==> config.mk <==
export PLATFORM = sky130hd
export DESIGN_NAME = pipe_stage_regs
export DESIGN_NICKNAME = d
export VERILOG_FILES = /design/src/rtl/pipe_stage_regs.sv
export SDC_FILE = /design/constraint.sdc
export NUM_CORES = 1
export LEC_CHECK = 0
export BUFFER_PORTS_ARGS = -buffer_cell sky130_fd_sc_hd__buf_2
export CAP_MARGIN = 20
export CORE_AREA = 2 2 251 253
export DETAILED_ROUTE_END_ITERATION = 8
export DIE_AREA = 0 0 253 255
export PLACE_DENSITY_LB_ADDON = 0.05
export SLEW_MARGIN = 30
export SYNTH_ARGS = -nofsm -noshare
export SYNTH_HDL_FRONTEND = slang
export SYNTH_SLANG_ARGS = --single-unit
export TNS_END_PERCENT = 5
==> constraint.sdc <==
create_clock -name clock -period 11.45 [get_ports clock]
set_clock_uncertainty 0.15 [all_clocks]
set_input_delay 0.5725 -clock clock [delete_from_list [all_inputs] [get_ports clock]]
set_output_delay 0.5725 -clock clock [all_outputs]
set_load 0.01 [all_outputs]
==> src/rtl/pipe_stage_regs.sv <==
// Pipeline inter-stage register banks: F/D, D/X and M/W.
// Each bank loads all of its fields together on an enabled rising edge and
// holds otherwise. An all-zero IR is stored as-is and acts as a bubble.
// Reset is asynchronous and clears every field immediately.
module pipe_stage_regs #(
  parameter int unsigned W = 32
) (
  input  logic         clock,
  input  logic         reset,

  input  logic         fd_en,
  input  logic [W-1:0] fd_ir_d,
  input  logic [W-1:0] fd_pc_d,
  output logic [W-1:0] fd_ir_q,
  output logic [W-1:0] fd_pc_q,

  input  logic         dx_en,
  input  logic [W-1:0] dx_ir_d,
  input  logic [W-1:0] dx_pc_d,
  input  logic [W-1:0] dx_a_d,
  input  logic [W-1:0] dx_b_d,
  output logic [W-1:0] dx_ir_q,
  output logic [W-1:0] dx_pc_q,
  output logic [W-1:0] dx_a_q,
  output logic [W-1:0] dx_b_q,

  input  logic         mw_en,
  input  logic [W-1:0] mw_ir_d,
  input  logic [W-1:0] mw_pc_d,
  input  logic [W-1:0] mw_o_d,
  input  logic [W-1:0] mw_d_d,
  output logic [W-1:0] mw_ir_q,
  output logic [W-1:0] mw_pc_q,
  output logic [W-1:0] mw_o_q,
  output logic [W-1:0] mw_d_q
);

  // F/D bank: instruction and PC captured together
  always_ff @(posedge clock or posedge reset) begin
    if (reset) begin
      fd_ir_q <= '0;
      fd_pc_q <= '0;
    end else if (fd_en) begin
      fd_ir_q <= fd_ir_d;
      fd_pc_q <= fd_pc_d;
    end
  end

  // D/X bank: instruction, PC and both register-file operands
  always_ff @(posedge clock or posedge reset) begin
    if (reset) begin
      dx_ir_q <= '0;
      dx_pc_q <= '0;
      dx_a_q  <= '0;
      dx_b_q  <= '0;
    end else if (dx_en) begin
      dx_ir_q <= dx_ir_d;
      dx_pc_q <= dx_pc_d;
      dx_a_q  <= dx_a_d;
      dx_b_q  <= dx_b_d;
    end
  end

  // M/W bank: instruction, PC, ALU result and memory read data
  always_ff @(posedge clock or posedge reset) begin
    if (reset) begin
      mw_ir_q <= '0;
      mw_pc_q <= '0;
      mw_o_q  <= '0;
      mw_d_q  <= '0;
    end else if (mw_en) begin
      mw_ir_q <= mw_ir_d;
      mw_pc_q <= mw_pc_d;
      mw_o_q  <= mw_o_d;
      mw_d_q  <= mw_d_d;
    end
  end

endmodule

### Word-level counts from Yosys, hierarchy flattened

Index checks and enable logic that the tools add are counted.
W data, S select, Z words.

* add/subtract/negate cells: 0
* $mul: 0
* div/mod/pow operators: 0
* $lt $le $gt $ge: 0
* equality and inequality tests: 0
* shift operators: 0
* mux-type cells: 0
* bitwise operators: 0
* reduce and logical (&&, ||, !) cells: 0

* bits in registers: 320
* bits in latches: 0
* bits in writable memories: 0
* memory bits (read-only): 0
* input port bits: 325
* output and inout bits: 320
* logic and storage cells: 10
* memories: 0

### Logic depth before layout (Yosys ltp)

Gate-level depths: netlist (run 1).

* word-level depth: 0
* gate-level depth with buffers: 3
* gate-level depth less buffers: 1

### Worst setup path after synthesis (run 1)

OpenSTA, ideal clock, no wires.

* kind: input to register
* start point: input dx_en
* end point: register dx_a_q[31]
* library setup time: 0.125 ns
* data arrival time: 1.185 ns
* required time: 11.175 ns
* slack: 9.990 ns
* stages on the path: 3
* path buffers: 2
* path through: buf_6 -> clkbuf_8 -> mux2_2

RTL lines
* start, declared: RTL line 17 `input logic dx_en,`
* end signal, assigned: RTL line 54 `dx_a_q <= '0;`
* end signal, assigned: RTL line 59 `dx_a_q <= dx_a_d;`
* end, declared: RTL line 24 `output logic [W-1:0] dx_a_q,`

No word-level cell between the ends.

==> results of run 1 <==
-- report_power, final --
group	switching (mW)	internal [mW]	leakage (nW)	total (mW)
Sequential	0.0518	1.25	3.74	1.30
Clock	0.500	0.779	0.647	1.28
Combinational	0.220	0.216	3.86	0.436
-- registers in the layout, summed over array words and instances (netlist names) --
signal / count
dx_a_q: 32
fd_ir_q: 32
fd_pc_q: 32
mw_ir_q: 32
mw_d_q: 32
mw_o_q: 32
dx_pc_q: 32
mw_pc_q: 32
dx_ir_q: 32
dx_b_q: 32
-- layer usage --
| layer | GRT usage | up-vias | wire [um] |
|---|---|---|---|
| met3 | 0.0723 | 90 | 5290 |
| li1 | - | 3727 | - |
| met2 | 0.222 | 349 | 21900 |
| met5 | 0 | - | 208 |
| met4 | 0.0318 | 34 | 796 |
| met1 | 0.133 | 4153 | 15000 |
-- metrics by stage --
stage / utilization / setup slack (ns)
detailed placement: 0.256 / 8.19
floorplan: - / 1.87
global placement: 0.256 / 7.92
finish: 0.278 / 9.26
global route: 0.278 / 8.89
CTS: 0.278 / 8.79
-- placed cells by master, fill, tap and decap left out --
cell type  count
mux2_2       320
diode_2        2
buf_2        642
clkbuf_1      14
dfrtp_1      320
bufinv_16      1
buf_4          5
buf_6          3
clkbuf_16     45
inv_12         1
clkinv_2       3
clkbuf_8       7
buf_16         1
-- worst max path at each step --
stage | depth (start not counted) | end | slack (ns)
after floorplan | 1 | dx_a_q[0]$_DFFE_PP0P_ | 1.87
after global placement | 4 | mw_ir_q[24]$_DFFE_PP0P_ | 7.92
after detailed placement | 4 | mw_d_q[12]$_DFFE_PP0P_ | 8.19
after CTS | 4 | mw_d_q[12]$_DFFE_PP0P_ | 8.79
after global routing | 4 | mw_d_q[13]$_DFFE_PP0P_ | 8.89
final | 4 | mw_ir_q[23]$_DFFE_PP0P_ | 9.26
-- cell type report --
cell class	count	area (sq um)
Inverter	1	16.3
Multi-Input combinational cell	320	3600
Timing Repair Buffer	651	3310
Fill cell	6590	44900
Clock buffer	66	1270
Sequential cell	320	8010
Tap cell	799	1000
Clock inverter	4	45.0
Antenna cell	2	5.00
-- synth_stat cells --
| library cell | instances |
|---|---|
| inv_1 | 1 |
| buf_6 | 19 |
| dfrtp_1 | 320 |
| clkbuf_8 | 16 |
| mux2_2 | 320 |
-- logic make-up after synthesis --
logic type | synth area share
buffers and inverters | 0.0363
flip-flops | 0.665
multiplexers | 0.299
==> metrics.md, run 1 <==
| Metric | Value |
|---|---|
| Status | `complete, but fails checks` |
| Failing checks | `negative hold slack` |
| Final period util | `0.191` |
| Lkg Pwr | `8.24 nW` |
| Endpoint class of the critical path | `asynchronous set/reset pin` |
| Post-Synthesis Cells | `676` |
| Clock Path Buffers | `3` |
| Crit path kind | `primary input to asynchronous set/reset pin` |
| Non-filler cells in the finished layout | `between 2000 and 2500` |
| Mean Syn Cell Area | `17.8 sq um` |
| Setup_tns | `0 ns` |
| Worst path max stage delay | `0.75 ns` |
| Worst setup startpoint | `reset` |
| Clk pin slew, worst setup/hold paths | `0.05 ns` |
| HPWL Detailed | `32.6 mm` |
| Area after DPL | `0.0159 sq mm` |
| Pin count of the biggest net entering global routing | `128` |
| Via count | `8353` |
| #FFs+latches synth | `320` |
| Fmax | `roughly 0.46 GHz` |
| Nets | `1661` |
| Inst Count DP | `between 2000 and 2500` |
| Slew Limit Headroom | `0.409` |
| Vias per inst | `a little under 4` |
| Net Count, Synth | `1001` |
| First-pass GRT wire length | `60.5 mm` |
| Root buf cell | `clkbuf_16` |
| Top Ports | `645` |
| Slowest CP cell | `buf_4` |
| Wire per inst | `around 20 um` |
| Synth top area share | `0.665` |
| Initial Util | `0.194` |
| Max-Cap Viols | `0` |
| Setup repair bufs after CTS | `0` |
| Post-Route WL | `43.2 mm` |
| # DRC | `0` |
| Startpoint Class | `primary input` |
| Post-synthesis sequential area ratio | `0.665` |
| Crit path buffers/inverters | `4` |
| Gpl congestion | `a little over 0.7` |
| WHS | `-0.00126 ns` |
| Max VDD drop | `0.0000876 V` |
| Count of hold-fix buffers inserted at cts | `0` |
| Hold WC Path Type | `primary input to asynchronous set/reset pin` |
| IO buf count | `644` |
| Cell area after synthesis | `roughly 0.012 sq mm` |
| FF-to-FF Start | `mw_o_q[24]$_DFFE_PP0P_` |
| Initial DRC count | `245` |
| Worst Tran Pin Value | `0.887 ns` |
| Total power | `approximately 3.0 mW` |
| Crit-path cells | `buf_2, inv_12, buf_4, buf_6` |
| Number of distinct library cells after synthesis | `5` |
| CP Data Required Time | `11.91 ns` |
| Chip Width | `253 um` |
| H-tree Lvls | `2` |
| Final setup violation count | `0` |
| Worst R2R Path Depth | `1` |
| RR Endpoint | `mw_o_q[24]$_DFFE_PP0P_` |
| DRT Pass-1 Iters | `4` |
| Core footprint | `0.0622 sq mm` |
| Area growth from synthesis to layout | `43.3%` |
| Die H | `255 um` |
| CTS Sinks | `320` |
| Pwr Density | `174 mW/mm^2` |
| Layout cell share with drive strength beyond 1 | `0.755` |
| Yosys warns | `0` |
| Fin crit period | `2.19 ns` |
| Vias in the first global route | `~8800` |
| Final hold vios | `1` |
| Critical path peak fanout | `127` |
| Clk_lat worst skew | `~0.54 ns` |
| Row count | `92` |
| Die area | `0.0645 sq mm` |
| GR Util All Layers | `0.128` |
| CP top delay family | `buffers and inverters` |
| Total grt overflow | `0` |
| Design area | `~0.017 sq mm` |
| RSZ-0062 raised after global routing | `false` |
| Number of clock buffers inserted by TritonCTS | `42` |
| Reg2reg setup slack | `10.52 ns` |
| Critical path arrival | `2.65 ns` |
| Final Max Slew Viols | `0` |
| Top cells by area, synth | `dfrtp_1, mux2_2, clkbuf_8` |
| TritonCTS clock tree | `built` |
| Post-synth top area cell | `dfrtp_1` |
| Initial antenna violation count | `20` |
| Post-CTS sizing | `0` |
| ANT nets after route | `0` |
(Power assumes the default switching activity.)
==> run 2, diff against run 1 <==
--- a/config.mk
+++ b/config.mk
@@ -7,9 +7,9 @@
 export LEC_CHECK = 0
 export BUFFER_PORTS_ARGS = -buffer_cell sky130_fd_sc_hd__buf_2
 export CAP_MARGIN = 20
-export CORE_AREA = 2 2 251 253
+export CORE_AREA = 2 2 248 250
 export DETAILED_ROUTE_END_ITERATION = 8
-export DIE_AREA = 0 0 253 255
+export DIE_AREA = 0 0 250 252
 export PLACE_DENSITY_LB_ADDON = 0.05
 export SLEW_MARGIN = 30
 export SYNTH_ARGS = -nofsm -noshare
==> constraint.sdc (replaced) <==
create_clock -name clock -period 1.85 [get_ports clock]
set_clock_uncertainty 0.15 [all_clocks]
set_input_delay 0.0925 -clock clock [delete_from_list [all_inputs] [get_ports clock]]
set_output_delay 0.0925 -clock clock [all_outputs]
set_load 0.01 [all_outputs]
==> run 2 against run 1 <==
The flow now finishes without violations. Clock power rose to 6.1 times the previous value. Combinational power increased to 7.8 times the previous value. Critical path depth increased by 2. Die area down 2.3%. Global-route usage up 0.76 points. Non-clock buffer count up 365. Sequential power grew to 6.2 times the previous value. Power grew to 6.4 times the previous value. Largest power group unchanged. Highest routed layer is now met4.
==> metrics.md, run 2 (synthesis gave the netlist of run 1 again) <==
| Metric | Value |
|---|---|
| Initial Util | `0.200 (was 0.194)` |
| Vias per inst | `3.80 (was 3.86)` |
| Hold WC Path Type | `primary input to flip-flop (was primary input to asynchronous set/reset pin)` |
| Crit path buffers/inverters | `6 (was 4)` |
| Commonest non-fill, non-tap cells in the layout | `buf_2, dlygate4sd3_1, mux2_2, dfrtp_1, clkbuf_16 (was buf_2, mux2_2, dfrtp_1, clkbuf_16, clkbuf_1)` |
| ANT nets after route | `0 (unchanged)` |
| Max VDD drop | `0.000560 V (was 0.0000876 V)` |
| CP Data Required Time | `2.40 ns (was 11.91 ns)` |
| GR Util All Layers | `0.135 (was 0.128)` |
| Layout cell share with drive strength beyond 1 | `0.605 (was 0.755)` |
| Worst Tran Pin Value | `0.544 ns (was 0.887 ns)` |
| Area after DPL | `0.0161 sq mm (was 0.0159 sq mm)` |
| Fin crit period | `1.55 ns` |
| Gpl congestion | `0.728 (was 0.715)` |
| Chip Width | `250 um (was 253 um)` |
| HPWL Detailed | `32.4 mm (was 32.6 mm)` |
| Reg2reg setup slack | `0.38 ns (was 10.52 ns)` |
| IO buf count | `644 (unchanged)` |
| Final period util | `0.838` |
| Hold Crit Endpoint | `mw_pc_q[11]$_DFFE_PP0P_` |
| Core footprint | `0.0601 sq mm (was 0.0622 sq mm)` |
| Setup repair bufs after CTS | `0 (unchanged)` |
| Final setup violation count | `0 (unchanged)` |
| CP top delay family | `buffers and inverters (unchanged)` |
| H-tree Lvls | `2 (unchanged)` |
| Worst R2R Path Depth | `2 (was 1)` |
| # DRC | `0 (unchanged)` |
| Most common cell after layout, fill and taps aside | `buf_2 (unchanged)` |
| Clock Path Buffers | `3 (unchanged)` |
| Critical path peak fanout | `23 (was 127)` |
| Max-Cap Viols | `0 (unchanged)` |
| Number of clock buffers inserted by TritonCTS | `42 (unchanged)` |
| Design area | `0.0209 sq mm (was 0.0173 sq mm)` |
| Core Util, Final | `0.348 (was 0.278)` |
| Final Max Slew Viols | `0 (unchanged)` |
| Slowest CP cell | `dlygate4sd3_1 (was buf_4)` |
| DRT Pass-1 Iters | `4 (unchanged)` |
| RR Endpoint | `dx_a_q[10]$_DFFE_PP0P_ (was mw_o_q[24]$_DFFE_PP0P_)` |
| Crit-path cells | `dlygate4sd3_1, buf_2, dlygate4sd3_1, clkinvlp_4, buf_12, buf_4 (was buf_2, inv_12, buf_4, buf_6)` |
| Die H | `252 um (was 255 um)` |
| Pwr Density | `919 mW/mm^2 (was 174 mW/mm^2)` |
| TritonCTS clock tree | `built (unchanged)` |
| CTS Sinks | `320 (unchanged)` |
| Clk pin slew, worst setup/hold paths | `0.06 ns (was 0.05 ns)` |
| Top Ports | `645 (unchanged)` |
| Vias in the first global route | `10600 (was 8826)` |
| FF-to-FF Start | `dx_a_q[10]$_DFFE_PP0P_ (was mw_o_q[24]$_DFFE_PP0P_)` |
| Slew Limit Headroom | `0.637 (was 0.409)` |
| Via count | `9532 (was 8353)` |
| RSZ-0062 raised after global routing | `false (unchanged)` |
| Fmax | `0.645 GHz` |
| Lkg Pwr | `9.79 nW (was 8.24 nW)` |
| Critical path arrival | `2.10 ns (was 2.65 ns)` |
| Post-Route WL | `43.7 mm (was 43.2 mm)` |
| Hold Path Origin | `mw_en` |
| Endpoint class of the critical path | `asynchronous set/reset pin (unchanged)` |
| Initial DRC count | `239 (was 245)` |
| Pin count of the biggest net entering global routing | `90 (was 128)` |
| Final hold vios | `0 (was 1)` |
| Root buf cell | `clkbuf_16 (unchanged)` |
| Nets | `2026 (was 1661)` |
| Most frequent cell on the critical path | `dlygate4sd3_1` |
| Wire per inst | `17.4 um (was 20.0 um)` |
| Area growth from synthesis to layout | `73.5% (was 43.3%)` |
| Startpoint Class | `primary input (unchanged)` |
| Crit path kind | `primary input to asynchronous set/reset pin (unchanged)` |
| Worst path max stage delay | `0.58 ns (was 0.75 ns)` |
| Initial antenna violation count | `1 (was 20)` |
| Total grt overflow | `0 (unchanged)` |
| Hold Path Stages | `3` |
| Row count | `90 (was 92)` |
| First-pass GRT wire length | `65.2 mm (was 60.5 mm)` |
| Die area | `0.0630 sq mm (was 0.0645 sq mm)` |
| # fillers | `6123 (was 6590)` |
| Clk_lat worst skew | `0.54 ns (about the same)` |
| Status | `finished, final reports clean (was complete, but fails checks)` |
==> run 2: cell types whose count changed in the layout (fill, tap and decap cells not counted), sizes merged <==
cell         before  now
clkbuf           66   65
buf             651  666
bufinv            1    0
clkinvlp          0    1
diode             2    1
dlygate4sd3       0  350
inv               1    0
==> run 2: metal layers <==
metal | part of all wire | global-route usage | up-vias
li1 | - | - | 4442
met1 | 0.37 | 0.146 | 4702
met2 | 0.54 | 0.251 | 327
met3 | 0.070 | 0.0432 | 61
met4 | 0.023 | 0.0419 | 0
met5 | 0 | 0 | -
==> run 2: report_power, final <==
| group | internal (mW) | switching (mW) |
|---|---|---|
| Sequential | 7.71 | 0.324 |
| Combinational | 1.90 | 1.50 |
| Clock | 4.71 | 3.07 |
| Total | 14.3 | 4.89 |
==> run 2: how the worst max path moves through the flow <==
| stage | startpoint | end | slack, ns | cells after the start |
|---|---|---|---|---|
| 2_1_floorplan | reset | dx_a_q[0]$_DFFE_PP0P_ | -2.66 | 1 |
| 4_1_cts | reset | dx_ir_q[11]$_DFFE_PP0P_ | 0.26 | 6 |
| 6_report | reset | dx_ir_q[11]$_DFFE_PP0P_ | 0.30 | 6 |
| 3_3_place_gp | fd_en | fd_ir_q[11]$_DFFE_PP0P_ | 0.50 | 3 |
| 5_1_grt | reset | dx_ir_q[11]$_DFFE_PP0P_ | 0.18 | 6 |
| 3_5_place_dp | fd_en | fd_ir_q[2]$_DFFE_PP0P_ | 0.48 | 3 |
==> run 2: through the flow <==
step                hold slack, ns  setup WS [ns]  TNS [ns]  std cells  power, mW
floorplan                   0.0941          -2.66   -850.98        676       9.51
global placement            -0.125          0.503         0       2089       11.0
detailed placement          -0.123          0.478         0       2089       11.0
CTS                       0.000173          0.257         0       2507       19.7
global route                0.0297          0.180         0       2508       20.2
finish                      0.0419          0.301         0       2508       19.2
==> run 2: repair_timing <==
item,in CTS,in global routing
resized for setup,0,0
hold buffers,350,0
endpoints found under the hold margin,640,0
==> run 2: final cells by class <==
class                   instances  area [sq um]  area share
repair buffers               1016          7010       0.335
well taps                     782           978      0.0468
clock buffers                  65          1280      0.0613
inverters                       1          7.51    0.000359
flip-flops and latches        320          8010       0.383
multi-input cells             320          3600       0.172
diodes                          1          2.50    0.000120
clock inverters                 3          18.8    0.000898
==> run 2: worst reg2reg max path: cells and delay by family (launching register included) <==
family	cells	cell delay (ns)
multiplexers	1	0.26
flip-flops	1	0.39
buffers and inverters	1	0.56
